===== src/rtl/vram_arbiter.sv =====
// ---------------------------------------------------------------------------
// vram_arbiter
//
// Shares one single-port synchronous video RAM between the display fetch path
// and a host write port. Display reads own the RAM whenever RGB_EN is high.
// Host writes are queued in a small FIFO and retired while RGB_EN is low
// (blanking). Host writes to addresses at or beyond PIX_COUNT are popped and
// discarded without touching the RAM.
//
// Optional feature macro: VRAM_STATS_EN
//   When defined, adds WR_DROP (sticky "out-of-range write discarded") and
//   WR_STALL (registered HOST_VALID && !HOST_READY).
//
// Ports
//   CLK         in   pixel clock (shared with the timing controller)
//   NRST        in   asynchronous active-low reset
//   RGB_EN      in   visible pixel time
//   V_SYNC      in   active-low vertical sync; clears the display address
//   PIX_DATA    out  registered pixel to the DAC, 0 during blanking
//   PIX_EN      out  RGB_EN delayed by 2 cycles, qualifies PIX_DATA
//   HOST_ADDR   in   host write address
//   HOST_DATA   in   host write data
//   HOST_VALID  in   host write request
//   HOST_READY  out  FIFO can accept a write (registered, equals !full)
//   MEM_ADDR    out  registered RAM address
//   MEM_WDATA   out  registered RAM write data
//   MEM_WE      out  registered RAM write enable
//   MEM_RDATA   in   RAM read data, valid in the cycle after the cycle in
//                    which the read address was issued (i.e. while MEM_ADDR
//                    carries that address)
//   WR_DROP     out  (VRAM_STATS_EN) sticky out-of-range drop flag
//   WR_STALL    out  (VRAM_STATS_EN) registered host stall indication
// ---------------------------------------------------------------------------

// Invariant checker for the arbiter, kept apart from the datapath.
module vram_arbiter_chk (
    input  logic clk_i,
    input  logic rst_n_i,
    input  logic rgb_en_i,
    input  logic mem_we_i,
    input  logic host_ready_i,
    input  logic fifo_full_i,
    input  logic fifo_empty_i,
    input  logic pop_i
);

    // A visible-pixel cycle always owns the RAM: no write may follow it.
    a_no_write_after_fetch: assert property (@(posedge clk_i) disable iff (!rst_n_i)
        $past(rgb_en_i) |-> !mem_we_i);

    // The ready flag must never advertise space in a full FIFO.
    a_ready_not_full: assert property (@(posedge clk_i) disable iff (!rst_n_i)
        host_ready_i |-> !fifo_full_i);

    // Entries are only popped from a non-empty FIFO.
    a_no_pop_empty: assert property (@(posedge clk_i) disable iff (!rst_n_i)
        pop_i |-> !fifo_empty_i);

endmodule

module vram_arbiter #(
    parameter int ADDR_W     = 19,
    parameter int DATA_W     = 8,
    parameter int PIX_COUNT  = 307200,
    parameter int FIFO_DEPTH = 4
) (
    input  logic              CLK,
    input  logic              NRST,
    input  logic              RGB_EN,
    input  logic              V_SYNC,
    output logic [DATA_W-1:0] PIX_DATA,
    output logic              PIX_EN,
    input  logic [ADDR_W-1:0] HOST_ADDR,
    input  logic [DATA_W-1:0] HOST_DATA,
    input  logic              HOST_VALID,
    output logic              HOST_READY,
    output logic [ADDR_W-1:0] MEM_ADDR,
    output logic [DATA_W-1:0] MEM_WDATA,
    output logic              MEM_WE,
`ifdef VRAM_STATS_EN
    output logic              WR_DROP,
    output logic              WR_STALL,
`endif
    input  logic [DATA_W-1:0] MEM_RDATA
);

    localparam int PTR_W = $clog2(FIFO_DEPTH);

    localparam logic [ADDR_W-1:0] ADDR_ZERO = {ADDR_W{1'b0}};
    localparam logic [ADDR_W-1:0] ADDR_ONE  = {{(ADDR_W-1){1'b0}}, 1'b1};
    localparam logic [ADDR_W-1:0] PIX_LAST  = ADDR_W'(PIX_COUNT - 1);
    // One extra bit so the range compare is safe even if PIX_COUNT == 2**ADDR_W.
    localparam logic [ADDR_W:0]   PIX_LIMIT = (ADDR_W + 1)'(PIX_COUNT);
    localparam logic [PTR_W:0]    PTR_ZERO  = {(PTR_W + 1){1'b0}};
    localparam logic [PTR_W:0]    PTR_ONE   = {{PTR_W{1'b0}}, 1'b1};
    localparam logic [DATA_W-1:0] DATA_ZERO = {DATA_W{1'b0}};

    // Bit 0 of the state is the RAM write enable, so MEM_WE comes straight
    // off a flop with no decode. FETCH/DROP never write.
    typedef enum logic [2:0] {
        ST_IDLE  = 3'b000,
        ST_WRITE = 3'b001,
        ST_FETCH = 3'b010,
        ST_DROP  = 3'b100
    } state_e;

    state_e state_q;
    state_e state_d;

    // Host write FIFO storage and pointers (MSB distinguishes full from empty).
    logic [ADDR_W-1:0] fifo_addr_q [FIFO_DEPTH];
    logic [DATA_W-1:0] fifo_data_q [FIFO_DEPTH];
    logic [PTR_W:0]    wr_ptr_q;
    logic [PTR_W:0]    wr_ptr_d;
    logic [PTR_W:0]    rd_ptr_q;
    logic [PTR_W:0]    rd_ptr_d;
    logic              ready_q;
    logic              full_d_s;
    logic              empty_s;
    logic              full_s;
    logic              push_s;
    logic              pop_s;
    logic [ADDR_W-1:0] head_addr_s;
    logic [DATA_W-1:0] head_data_s;
    logic              head_in_range_s;

    // RAM-side and display registers.
    logic [ADDR_W-1:0] mem_addr_q;
    logic [ADDR_W-1:0] mem_addr_d;
    logic [DATA_W-1:0] mem_wdata_q;
    logic [DATA_W-1:0] mem_wdata_d;
    logic [ADDR_W-1:0] disp_addr_q;
    logic [ADDR_W-1:0] disp_addr_d;
    logic              en_d1_q;
    logic              en_d2_q;
    logic [DATA_W-1:0] pix_data_q;
    logic              mem_we_s;

    // FIFO status and head-of-queue view.
    always_comb begin
        empty_s         = (wr_ptr_q == rd_ptr_q);
        full_s          = (wr_ptr_q[PTR_W] != rd_ptr_q[PTR_W]) &&
                          (wr_ptr_q[PTR_W-1:0] == rd_ptr_q[PTR_W-1:0]);
        head_addr_s     = fifo_addr_q[rd_ptr_q[PTR_W-1:0]];
        head_data_s     = fifo_data_q[rd_ptr_q[PTR_W-1:0]];
        head_in_range_s = ({1'b0, head_addr_s} < PIX_LIMIT);
        push_s          = HOST_VALID && ready_q && !full_s;
    end

    // FSM state register.
    always_ff @(posedge CLK or negedge NRST) begin
        if (!NRST) begin
            state_q <= ST_IDLE;
        end else begin
            state_q <= state_d;
        end
    end

    // FSM next state: RGB_EN wins unconditionally, otherwise drain the FIFO.
    always_comb begin
        state_d = ST_IDLE;
        if (RGB_EN) begin
            state_d = ST_FETCH;
        end else if (!empty_s) begin
            if (head_in_range_s) begin
                state_d = ST_WRITE;
            end else begin
                state_d = ST_DROP;
            end
        end else begin
            state_d = ST_IDLE;
        end
    end

    // FSM outputs: write enable from the state flop, pop on any drain decision.
    always_comb begin
        mem_we_s = state_q[0];
        pop_s    = (state_d == ST_WRITE) || (state_d == ST_DROP);
    end

    // Next values of the RAM bus, display address and FIFO pointers.
    always_comb begin
        mem_addr_d  = mem_addr_q;
        mem_wdata_d = mem_wdata_q;
        disp_addr_d = disp_addr_q;
        case (state_d)
            ST_FETCH: begin
                mem_addr_d  = disp_addr_q;
                disp_addr_d = (disp_addr_q == PIX_LAST) ? ADDR_ZERO : (disp_addr_q + ADDR_ONE);
            end
            ST_WRITE: begin
                mem_addr_d  = head_addr_s;
                mem_wdata_d = head_data_s;
            end
            default: begin
                mem_addr_d  = mem_addr_q;
                mem_wdata_d = mem_wdata_q;
            end
        endcase
        // Frame restart overrides any increment.
        if (!V_SYNC) begin
            disp_addr_d = ADDR_ZERO;
        end else begin
            disp_addr_d = disp_addr_d;
        end

        if (push_s) begin
            wr_ptr_d = wr_ptr_q + PTR_ONE;
        end else begin
            wr_ptr_d = wr_ptr_q;
        end
        if (pop_s) begin
            rd_ptr_d = rd_ptr_q + PTR_ONE;
        end else begin
            rd_ptr_d = rd_ptr_q;
        end
        // Ready is registered from the post-update occupancy, so it stays low
        // for the whole cycle in which the FIFO is full, pop or not.
        full_d_s = (wr_ptr_d[PTR_W] != rd_ptr_d[PTR_W]) &&
                   (wr_ptr_d[PTR_W-1:0] == rd_ptr_d[PTR_W-1:0]);
    end

    // FIFO storage; contents are don't-care until written, so no reset.
    always_ff @(posedge CLK) begin
        if (push_s) begin
            fifo_addr_q[wr_ptr_q[PTR_W-1:0]] <= HOST_ADDR;
            fifo_data_q[wr_ptr_q[PTR_W-1:0]] <= HOST_DATA;
        end
    end

    // RAM bus, display address, FIFO pointers and ready flag.
    always_ff @(posedge CLK or negedge NRST) begin
        if (!NRST) begin
            mem_addr_q  <= ADDR_ZERO;
            mem_wdata_q <= DATA_ZERO;
            disp_addr_q <= ADDR_ZERO;
            wr_ptr_q    <= PTR_ZERO;
            rd_ptr_q    <= PTR_ZERO;
            ready_q     <= 1'b0;
        end else begin
            mem_addr_q  <= mem_addr_d;
            mem_wdata_q <= mem_wdata_d;
            disp_addr_q <= disp_addr_d;
            wr_ptr_q    <= wr_ptr_d;
            rd_ptr_q    <= rd_ptr_d;
            ready_q     <= !full_d_s;
        end
    end

    // Two-stage display pipeline: address issue, RAM data, registered pixel.
    always_ff @(posedge CLK or negedge NRST) begin
        if (!NRST) begin
            en_d1_q    <= 1'b0;
            en_d2_q    <= 1'b0;
            pix_data_q <= DATA_ZERO;
        end else begin
            en_d1_q    <= RGB_EN;
            en_d2_q    <= en_d1_q;
            pix_data_q <= en_d1_q ? MEM_RDATA : DATA_ZERO;
        end
    end

`ifdef VRAM_STATS_EN
    logic drop_q;
    logic stall_q;

    // Sticky drop flag and registered stall indication.
    always_ff @(posedge CLK or negedge NRST) begin
        if (!NRST) begin
            drop_q  <= 1'b0;
            stall_q <= 1'b0;
        end else begin
            drop_q  <= drop_q || (state_d == ST_DROP);
            stall_q <= HOST_VALID && !ready_q;
        end
    end

    assign WR_DROP  = drop_q;
    assign WR_STALL = stall_q;
`endif

    assign PIX_DATA   = pix_data_q;
    assign PIX_EN     = en_d2_q;
    assign HOST_READY = ready_q;
    assign MEM_ADDR   = mem_addr_q;
    assign MEM_WDATA  = mem_wdata_q;
    assign MEM_WE     = mem_we_s;

    vram_arbiter_chk u_chk (
        .clk_i        (CLK),
        .rst_n_i      (NRST),
        .rgb_en_i     (RGB_EN),
        .mem_we_i     (MEM_WE),
        .host_ready_i (HOST_READY),
        .fifo_full_i  (full_s),
        .fifo_empty_i (empty_s),
        .pop_i        (pop_s)
    );

endmodule


===== config.mk =====
export PLATFORM = sky130hd
export DESIGN_NAME = vram_arbiter
export DESIGN_NICKNAME = d
export VERILOG_FILES = /design/src/rtl/vram_arbiter.sv
export SDC_FILE = /design/constraint.sdc
export NUM_CORES = 1
export LEC_CHECK = 0
export CAP_MARGIN = 20
export CORE_ASPECT_RATIO = 0.9
export CORE_UTILIZATION = 55
export CTS_BUF_LIST = sky130_fd_sc_hd__clkbuf_16
export CTS_CLUSTER_DIAMETER = 120
export DETAILED_ROUTE_END_ITERATION = 7
export GPL_TIMING_DRIVEN = 0
export PLACE_DENSITY_LB_ADDON = 0.12
export SLEW_MARGIN = 30
export SYNTH_ARGS = -nofsm -noshare
export SYNTH_HDL_FRONTEND = slang
export SYNTH_HIERARCHICAL = 1
export SYNTH_SLANG_ARGS = --single-unit

===== constraint.sdc =====
create_clock -name CLK -period 6.65 [get_ports CLK]
set_clock_uncertainty 0.15 [all_clocks]
set_input_delay 0.665 -clock CLK [delete_from_list [all_inputs] [get_ports CLK]]
set_output_delay 0.665 -clock CLK [all_outputs]
set_load 0.1 [all_outputs]

==> out/results.txt, run 1 <==
Critical path class - reg -> out
Slew Viols, Final - 0
Ys async rst share - 0.372
Max_cap viols - 0
Root Buffer - clkbuf_16
Post-Syn Area - 0.00693 mm²
CP Launch Type - flop
Die Width - 120 µm
CTS Buf Count - 17
Status - finished clean
Die Ht - 108 µm
Critical-path top delay cell - clkdlybuf4s50_1
Io pins - 78
Maximum VDD drop - 0.370 mV
Crit-path cells - clkdlybuf4s50_1
Worst slew pin tran - 0.988 ns
Static Leak - 3.18 nW
Worst Hold Class - in -> async
Vias in the first global route - 3918
Post-DRT Antenna Nets - 0
Final hold vios - 0
Clock-pin slew on the worst setup and hold paths - 0.07 ns
Kind of cell adding the most delay to the critical path - buffers and inverters
Synth cell types - 47
Commonest non-fill, non-tap cell in the layout - edfxtp_1
WL per Instance - 19.4 µm
Placed Cells - 649
Site row count - 38
Worst-path maximum fanout - 2
Largest net degree at the start of global routing - 40
DRC viols - 0
PostCTS Resize Cnt - 0
PwrDens - 485 mW/mm²
Fillers - 860
RSZ-0062 raised after global routing - no
Hold-fix buffers, CTS - 0
# nets final - 555
WP data arrival - 1.96 ns
Initial antenna violation count - 0
Worst EP required - 5.83 ns
TritonRoute pass-1 iters - 5
IO buf count - 77
Initial core utilization - 0.569
Tcrit/Tclk final - 0.417
DIE AREA - 0.0131 mm²
DR vias/cell - 5.68
CTS tree - done
Ant. Diodes - 0
Commonest non-fill, non-tap cells in the layout - edfxtp_1 (108), clkdlybuf4s50_1 (76), dfrtp_1 (64)
Dpl hpwl - 8530 µm
Htree depth - 4
Endpoints failing setup - 0
Post-CTS Setup Bufs - 0
Seq/Total Area, Yosys - 0.699
First DRT Iteration DRCs - 280
Avg Cell Area, Syn - 16.9 µm²
First-pass GRT wire length - 21000 µm
FF+latch count, synth - 172
GRT Total Usage - 0.222
Worst relative slew slack - 0.340
Layout cells sized above 1 - 0.163
Layout Cells excl Fill - 682
Syn Inst Count - 411
Longest Clk Path Bufs - 2
Grt ovf - 0
Placer Congestion - 0.832
Synth-to-layout area growth - 23.1%
Syn nets - 457
Clk_lat worst skew - 0.43 ns
Vias - 3876
Prevailing post-synth register cell - edfxtp_1
Min Tclk post-route - 2.77 ns
Fmax - 0.361 GHz
Routed WL - 13200 µm
CTS Sinks - 172
Number of synthesized flops with an enable pin - 108
Buf/Inv on CP - 1
Core area - 0.0122 mm²
Synth warnings - 6
Setup TNS - 0 ns
CP max stage delay - 1.15 ns
Critical Path End Type - primary output
## sequential cells by signal, summed over array words and instances (netlist names), 3 cells and up
| signal | count |
|---|---|
| MEM_ADDR | 19 |
| MEM_WDATA | 8 |
| PIX_DATA | 8 |
| disp_addr_q | 19 |
| fifo_addr_q | 76 |
| fifo_data_q | 32 |
| rd_ptr_q | 3 |
| wr_ptr_q | 3 |
## kinds of logic (layout without fill, tap and decap cells)
| kind of cell | after synthesis | count (layout) | share of synthesized area |
|---|---|---|---|
| xor gates and xnor gates | 22 | 22 | 0.0278 |
| DFF | 172 | 172 | 0.699 |
| buffers and inverters | 21 | 132 | 0.0175 |
| AOI/OAI and AO/OA | 52 | 52 | 0.0601 |
| and+or+nand+nor | 102 | 102 | 0.0795 |
| adders and majority gates | 6 | 6 | 0.0108 |
| muxes | 36 | 36 | 0.105 |
## cell type report
class	instances	area (µm²)	share of cell area
Sequential cell	172	4840	0.568
Buffer	16	104	0.0122
Inverter	5	18.8	0.00220
Clock inverter	15	173	0.0202
Tap cell	160	200	0.0235
Multi-Input combinational cell	218	1970	0.231
Clock buffer	17	425	0.0499
Timing Repair Buffer	79	800	0.0937
## synth_stat cells, types with 5 or more instances
cell type / number / share of area
edfxtp_1: 108 / 0.47
dfrtp_1: 64 / 0.23
and2_1: 29 / 0.026
mux4_2: 25 / 0.081
a221o_1: 17 / 0.025
nand2_1: 17 / 0.0092
nor2_1: 16 / 0.0087
xnor2_1: 11 / 0.014
xor2_1: 11 / 0.014
o21ai_0: 9 / 0.0065
clkbuf_1: 8 / 0.0043
nand4_1: 7 / 0.0063
nor3_1: 7 / 0.0051
a21o_1: 6 / 0.0065
ha_1: 6 / 0.011
mux2_2: 6 / 0.0098
nand3_1: 6 / 0.0043
and3_1: 5 / 0.0045
inv_1: 5 / 0.0027
## layer usage
metal / wire (µm) / vias up / track usage
met4: 180 / 0 / 0.0802
li1: - / 1792 / -
met5: 0 / - / 0
met3: 751 / 14 / 0.0522
met1: 5970 / 1946 / 0.303
met2: 6300 / 124 / 0.353
## metrics by stage
stage	hold slack, ns	setup WS (ns)	utilization	total power, mW	area (µm²)
after floorplan	0.219	3.91	-	2.75	6930
after global placement	0.315	2.53	0.649	3.14	7900
after detailed placement	0.318	3.56	0.651	3.17	7920
after CTS	0.00982	3.87	0.700	4.16	8520
after global routing	0.0199	3.74	0.701	4.31	8530
final	0.00397	3.88	0.701	4.14	8530
## path summary, 6_finish.rpt
check / startpoint / to / slack [ns] / depth (start not counted)
max: MEM_ADDR[14]$_DFFE_PN0P_ / MEM_ADDR[14] / 3.88 / 1
max in group asynchronous: NRST / MEM_ADDR[18]$_DFFE_PN0P_ / 5.81 / 2
min: NRST / MEM_ADDR[6]$_DFFE_PN0P_ / 0.004 / 1
max reg2reg: rd_ptr_q[0]$_DFF_PN0_ / fifo_addr_q[3][9]$_DFFE_PP_ / 3.94 / 5
min in group CLK: MEM_ADDR[17]$_DFFE_PN0P_ / MEM_ADDR[17]$_DFFE_PN0P_ / 0.33 / 1
min reg2reg: MEM_ADDR[17]$_DFFE_PN0P_ / MEM_ADDR[17]$_DFFE_PN0P_ / 0.33 / 1
## power breakdown
| part | total, mW | internal (mW) | switching (mW) | leakage (nW) |
|---|---|---|---|---|
| sequential | 1.50 | 1.40 | 0.106 | 1.81 |
| combinational | 1.65 | 0.595 | 1.06 | 1.08 |
| clock | 0.982 | 0.537 | 0.445 | 0.287 |
| total | 4.14 | 2.53 | 1.61 | 3.18 |
(Power assumes the default switching activity.)
==> run 2: changes to the inputs <==
==> constraint.sdc (replaced) <==
create_clock -name CLK -period 2.87 [get_ports CLK]
set_clock_uncertainty 0.15 [all_clocks]
set_input_delay 0.287 -clock CLK [delete_from_list [all_inputs] [get_ports CLK]]
set_output_delay 0.287 -clock CLK [all_outputs]
set_load 0.1 [all_outputs]
==> run 2 against run 1 <==
Net effect: worst hold slack improved by 0.17 ns; critical path depth rose by 3; non-clock buffer count rose by 1; register-to-register slack got worse by 3.8 ns; core utilization rose by 0.093 points; global-route usage did not move; count of clock-buffer cells in the layout did not move; sequential share of layout area fell by 0.075 points; critical path type is now reg -> reg; largest cell class unchanged; largest power group unchanged.
==> out/results.txt, run 2 (synthesis gave the netlist of run 1 again) <==
CTS Sinks - 172
Die Ht - 108 µm
# nets final - 556
Worst slew pin tran - 0.987 ns
CP max stage delay - 0.78 ns
Routed WL - 13200 µm
Max_cap viols - 0
CTS Buf Count - 17
Worst relative slew slack - 0.340
Layout cells sized above 1 - 0.163
Power Total - 9.59 mW
Site row count - 38
First DRT Iteration DRCs - 292
Htree depth - 4
Vias - 3880
WL per Instance - 19.3 µm
PwrDens - 1120 mW/mm²
Util after Layout - 0.702
Largest net degree at the start of global routing - 40
Max FFs per register - 76
DR vias/cell - 5.68
Initial core utilization - 0.569
Setup TNS - 0 ns
IO buf count - 77
Dpl hpwl - 8530 µm
DP Worst Slack - 0.143 ns
First-pass GRT wire length - 21000 µm
Final hold vios - 0
Commonest non-fill, non-tap cells in the layout - edfxtp_1 (108), clkdlybuf4s50_1 (76), dfrtp_1 (64)
GRT Total Usage - 0.222
Status - finished clean
Critical path class - reg -> reg
Slew Viols, Final - 0
Placer Congestion - 0.832
Synth-to-layout area growth - 23.3%
Static Leak - 3.18 nW
Ant. Diodes - 0
RSZ-0062 raised after global routing - no
Commonest non-fill, non-tap cell in the layout - edfxtp_1
Vias in the first global route - 3918
Clock-pin slew on the worst setup and hold paths - 0.07 ns
Tcrit/Tclk final - 0.935
Core area - 0.0122 mm²
Fmax - 0.373 GHz
Die Width - 120 µm
Critical Path End Type - flop
Worst Hold Class - in -> async
Crit-path cells - buf_6 > xnor2_1 > a31oi_1 > and2_2
Slack of the critical path - 0.186 ns
DP Area - 0.00792 mm²
Fin Hold WS - 0.170 ns
Worst-path maximum fanout - 27
WP data arrival - 2.59 ns
Longest Clk Path Bufs - 2
Min Tclk post-route - 2.68 ns
TritonRoute pass-1 iters - 5
Design area - 0.00854 mm²
Worst EP required - 2.77 ns
CP Launch Type - flop
Io pins - 78
Critical-path top delay cell - and2_2
Clk_lat worst skew - 0.43 ns
DIE AREA - 0.0131 mm²
Maximum VDD drop - 0.858 mV
Root Buffer - clkbuf_16
DRC viols - 0
Endpoints failing setup - 0
Grt ovf - 0
CTS tree - done
Initial antenna violation count - 0
Layout Cells excl Fill - 683
Placed Cells - 649
Post-DRT Antenna Nets - 0
run 2: cell count changes in the layout (fill, tap and decap cells not counted):
| cell | previous run | this run |
|---|---|---|
| clkinv_2 | 0 | 1 |
| dlygate4sd3_1 | 0 | 1 |
| inv_2 | 1 | 0 |
run 2: where the power goes:
| group | total, mW | internal (mW) | switching [mW] |
|---|---|---|---|
| clock | 2.28 | 1.24 | 1.03 |
| combinational | 3.83 | 1.38 | 2.45 |
| sequential | 3.49 | 3.24 | 0.247 |
run 2: final timing paths:
path | end | cells past startpoint | slack (ns) | startpoint
min reg2reg | MEM_ADDR[17]$_DFFE_PN0P_ | 1 | 0.33 | MEM_ADDR[17]$_DFFE_PN0P_
min in group CLK | PIX_DATA[7]$_DFF_PN0_ | 2 | 0.29 | MEM_RDATA[7]
max in group asynchronous | MEM_ADDR[18]$_DFFE_PN0P_ | 3 | 1.87 | NRST
min | MEM_ADDR[6]$_DFFE_PN0P_ | 2 | 0.17 | NRST
max reg2reg | fifo_addr_q[2][9]$_DFFE_PP_ | 4 | 0.19 | rd_ptr_q[0]$_DFF_PN0_
max | fifo_addr_q[2][9]$_DFFE_PP_ | 4 | 0.19 | rd_ptr_q[0]$_DFF_PN0_
run 2: routing by layer:
metal	vias to the layer above	track usage	wire, µm
met3	14	0.0522	815
met4	0	0.0802	187
li1	1795	-	-
met5	-	0	0
met1	1936	0.303	5890
met2	135	0.353	6310
run 2: repair_timing:
action | CTS | global route
hold buffers | 1 | 0
buffers inserted | 0 | 0
setup endpoints to repair | 0 | 27
resized for setup | 0 | 1
hold endpoints to repair | 64 | 0
run 2: cell type report:
type                            instances  area (µm²)
Buffer                                 16         104
Clock buffer                           17         425
Clock inverter                         15         173
Fill cell                             858        3630
Inverter                                5        20.0
Multi-Input combinational cell        218        1970
Sequential cell                       172        4840
Tap cell                              160         200
Timing Repair Buffer                   80         810
run 2: critical path, delay by kind of cell, from the launching register on:
family | cells | cell delay (ns)
flip-flops | 1 | 0.46
buffers and inverters | 1 | 0.19
AND/OR/NAND/NOR | 1 | 0.78
XOR/XNOR | 1 | 0.17
AO/OA/AOI/OAI | 1 | 0.55
==> run 3: changes to the inputs <==
--- a/config.mk
+++ b/config.mk
@@ -12,7 +12,8 @@
 export CTS_CLUSTER_DIAMETER = 120
 export DETAILED_ROUTE_END_ITERATION = 7
 export GPL_TIMING_DRIVEN = 0
-export PLACE_DENSITY_LB_ADDON = 0.12
+export PLACE_DENSITY = 0.78
+export SETUP_SLACK_MARGIN = 0.4
 export SLEW_MARGIN = 30
 export SYNTH_ARGS = -nofsm -noshare
 export SYNTH_HDL_FRONTEND = slang
==> run 3 against run 2 <==
Net effect: non-clock buffer count grew 16; die area unchanged; count of clock-buffer cells in the layout unchanged; routed wire length grew 5.1%; critical path type unchanged; worst setup slack improved by 0.11 ns; highest routed layer unchanged; largest cell class unchanged; core utilization increased by 1.5 points; combinational power rose by 11%; largest power group unchanged.
==> out/results.txt, run 3 (synthesis gave the netlist of run 1 again) <==
Max FFs per register - 76
Die Width - 120 µm
Routed WL - 13900 µm
Core area - 0.0122 mm²
Final hold vios - 0
Longest Clk Path Bufs - 2
Worst slew pin tran - 0.995 ns
Design area - 0.00873 mm²
Maximum VDD drop - 0.869 mV
Placer Congestion - 0.853
P_int - 6.14 mW
Power Total - 9.97 mW
Status - finished clean
Reg power frac - 0.351
Reg2Reg Depth - 8
Kind of cell adding the most delay to the critical path - multiplexers
Clock power share - 0.220
Fillers - 795
Grt ovf - 0
Layout cells sized above 1 - 0.199
CTS tree - done
Max_cap viols - 0
TritonRoute pass-1 iters - 5
DP Worst Slack - 0.155 ns
CP max stage delay - 0.54 ns
Endpoints failing setup - 0
RR Startpoint - rd_ptr_q[0]$_DFF_PN0_
Htree depth - 4
Initial antenna violation count - 0
Ant. Diodes - 0
Clk_lat worst skew - 0.43 ns
Dpl hpwl - 8700 µm
Synth-to-layout area growth - 25.9%
DRC viols - 0
Layout Cells excl Fill - 699
Die Ht - 108 µm
Slack of the critical path - 0.298 ns
RR Endpoint - MEM_WDATA[2]$_DFFE_PN0N_
Site row count - 38
Sw Share - 0.385
First DRT Iteration DRCs - 401
CP Launch Type - flop
GRT Total Usage - 0.225
Util after Layout - 0.717
Buf/Inv on CP - 3
Fmax - 0.389 GHz
Commonest non-fill, non-tap cell in the layout - edfxtp_1
CTS Buf Count - 17
Io pins - 78
Setup TNS - 0 ns
Placed Cells - 649
Critical Path End Type - flop
Worst EP required - 3.03 ns
Worst Hold Class - in -> async
Vias - 4111
Commonest non-fill, non-tap cells in the layout - edfxtp_1 (108), clkdlybuf4s50_1 (74), dfrtp_1 (62)
Post-DRT Antenna Nets - 0
Tcrit/Tclk final - 0.896
Crit-path cells - buf_12 > mux4_2 > a21o_1 > a211oi_2 > a21o_1 > buf_6 > buf_12 > mux2_4
Sequential cell area - 0.00485 mm²
Critical-path top delay cell - mux4_2
Slew Viols, Final - 0
IO buf count - 77
Worst-path maximum fanout - 10
WL per Instance - 19.8 µm
# nets final - 572
CTS Sinks - 172
WP data arrival - 2.73 ns
Static Leak - 3.30 nW
Clock-pin slew on the worst setup and hold paths - 0.07 ns
Fin Hold WS - 0.221 ns
Comb pwr share - 0.428
Initial core utilization - 0.569
Min Tclk post-route - 2.57 ns
Worst relative slew slack - 0.335
First-pass GRT wire length - 21100 µm
Largest net degree at the start of global routing - 39
DR vias/cell - 5.88
DIE AREA - 0.0131 mm²
Vias in the first global route - 3997
PwrDens - 1140 mW/mm²
Root Buffer - clkbuf_16
Flop-to-flop setup slack - 0.30 ns
Area of the multi-input gates - 0.00201 mm²
DP Area - 0.00792 mm²
Switching power total - 3.83 mW
RSZ-0062 raised after global routing - yes
Critical path class - reg -> reg
## run 3: repair_timing
action,in CTS,in global routing
gates resized for setup,6,25
setup buffers,2,14
endpoints found under the setup margin,132,118
gates cloned,0,1
pin swaps,0,12
hold endpoints to repair,37,0
hold buffers,1,0
## run 3: routing by layer
layer	global-route usage	wire length, µm	up-vias
met2	0.346	6620	149
li1	-	-	1822
met1	0.305	6160	2121
met3	0.0696	874	19
met4	0.0811	210	0
met5	0	0	-
## run 3: power groups by stage
stage / Clock [mW] / Sequential (mW) / Combinational (mW)
after floorplan: 0 / 4.61 / 1.76
after global placement: 0 / 3.51 / 3.74
after detailed placement: 0 / 3.54 / 3.82
after CTS: 2.23 / 3.50 / 3.90
after global routing: 2.32 / 3.55 / 4.48
final: 2.20 / 3.50 / 4.27
## run 3: cell type report
type,instances,area share
Buffer,16,0.0141
Clock buffer,17,0.0487
Clock inverter,15,0.0155
Inverter,5,0.00244
Multi-Input combinational cell,218,0.231
Sequential cell,172,0.555
Tap cell,160,0.0229
Timing Repair Buffer,96,0.110
## run 3: worst max path at each step
stage | end | startpoint | depth (start not counted) | slack, ns
after detailed placement | disp_addr_q[13]$_DFFE_PN0P_ | RGB_EN | 6 | 0.16
after global placement | HOST_READY$_DFF_PN0_ | NRST | 1 | -1.00
final | MEM_WDATA[2]$_DFFE_PN0N_ | rd_ptr_q[0]$_DFF_PN0_ | 8 | 0.30
after floorplan | fifo_addr_q[3][0]$_DFFE_PP_ | HOST_READY$_DFF_PN0_ | 4 | 0.43
after CTS | MEM_WDATA[2]$_DFFE_PN0N_ | rd_ptr_q[0]$_DFF_PN0_ | 8 | 0.30
after global routing | MEM_WDATA[1]$_DFFE_PN0N_ | rd_ptr_q[0]$_DFF_PN0_ | 8 | 0.23
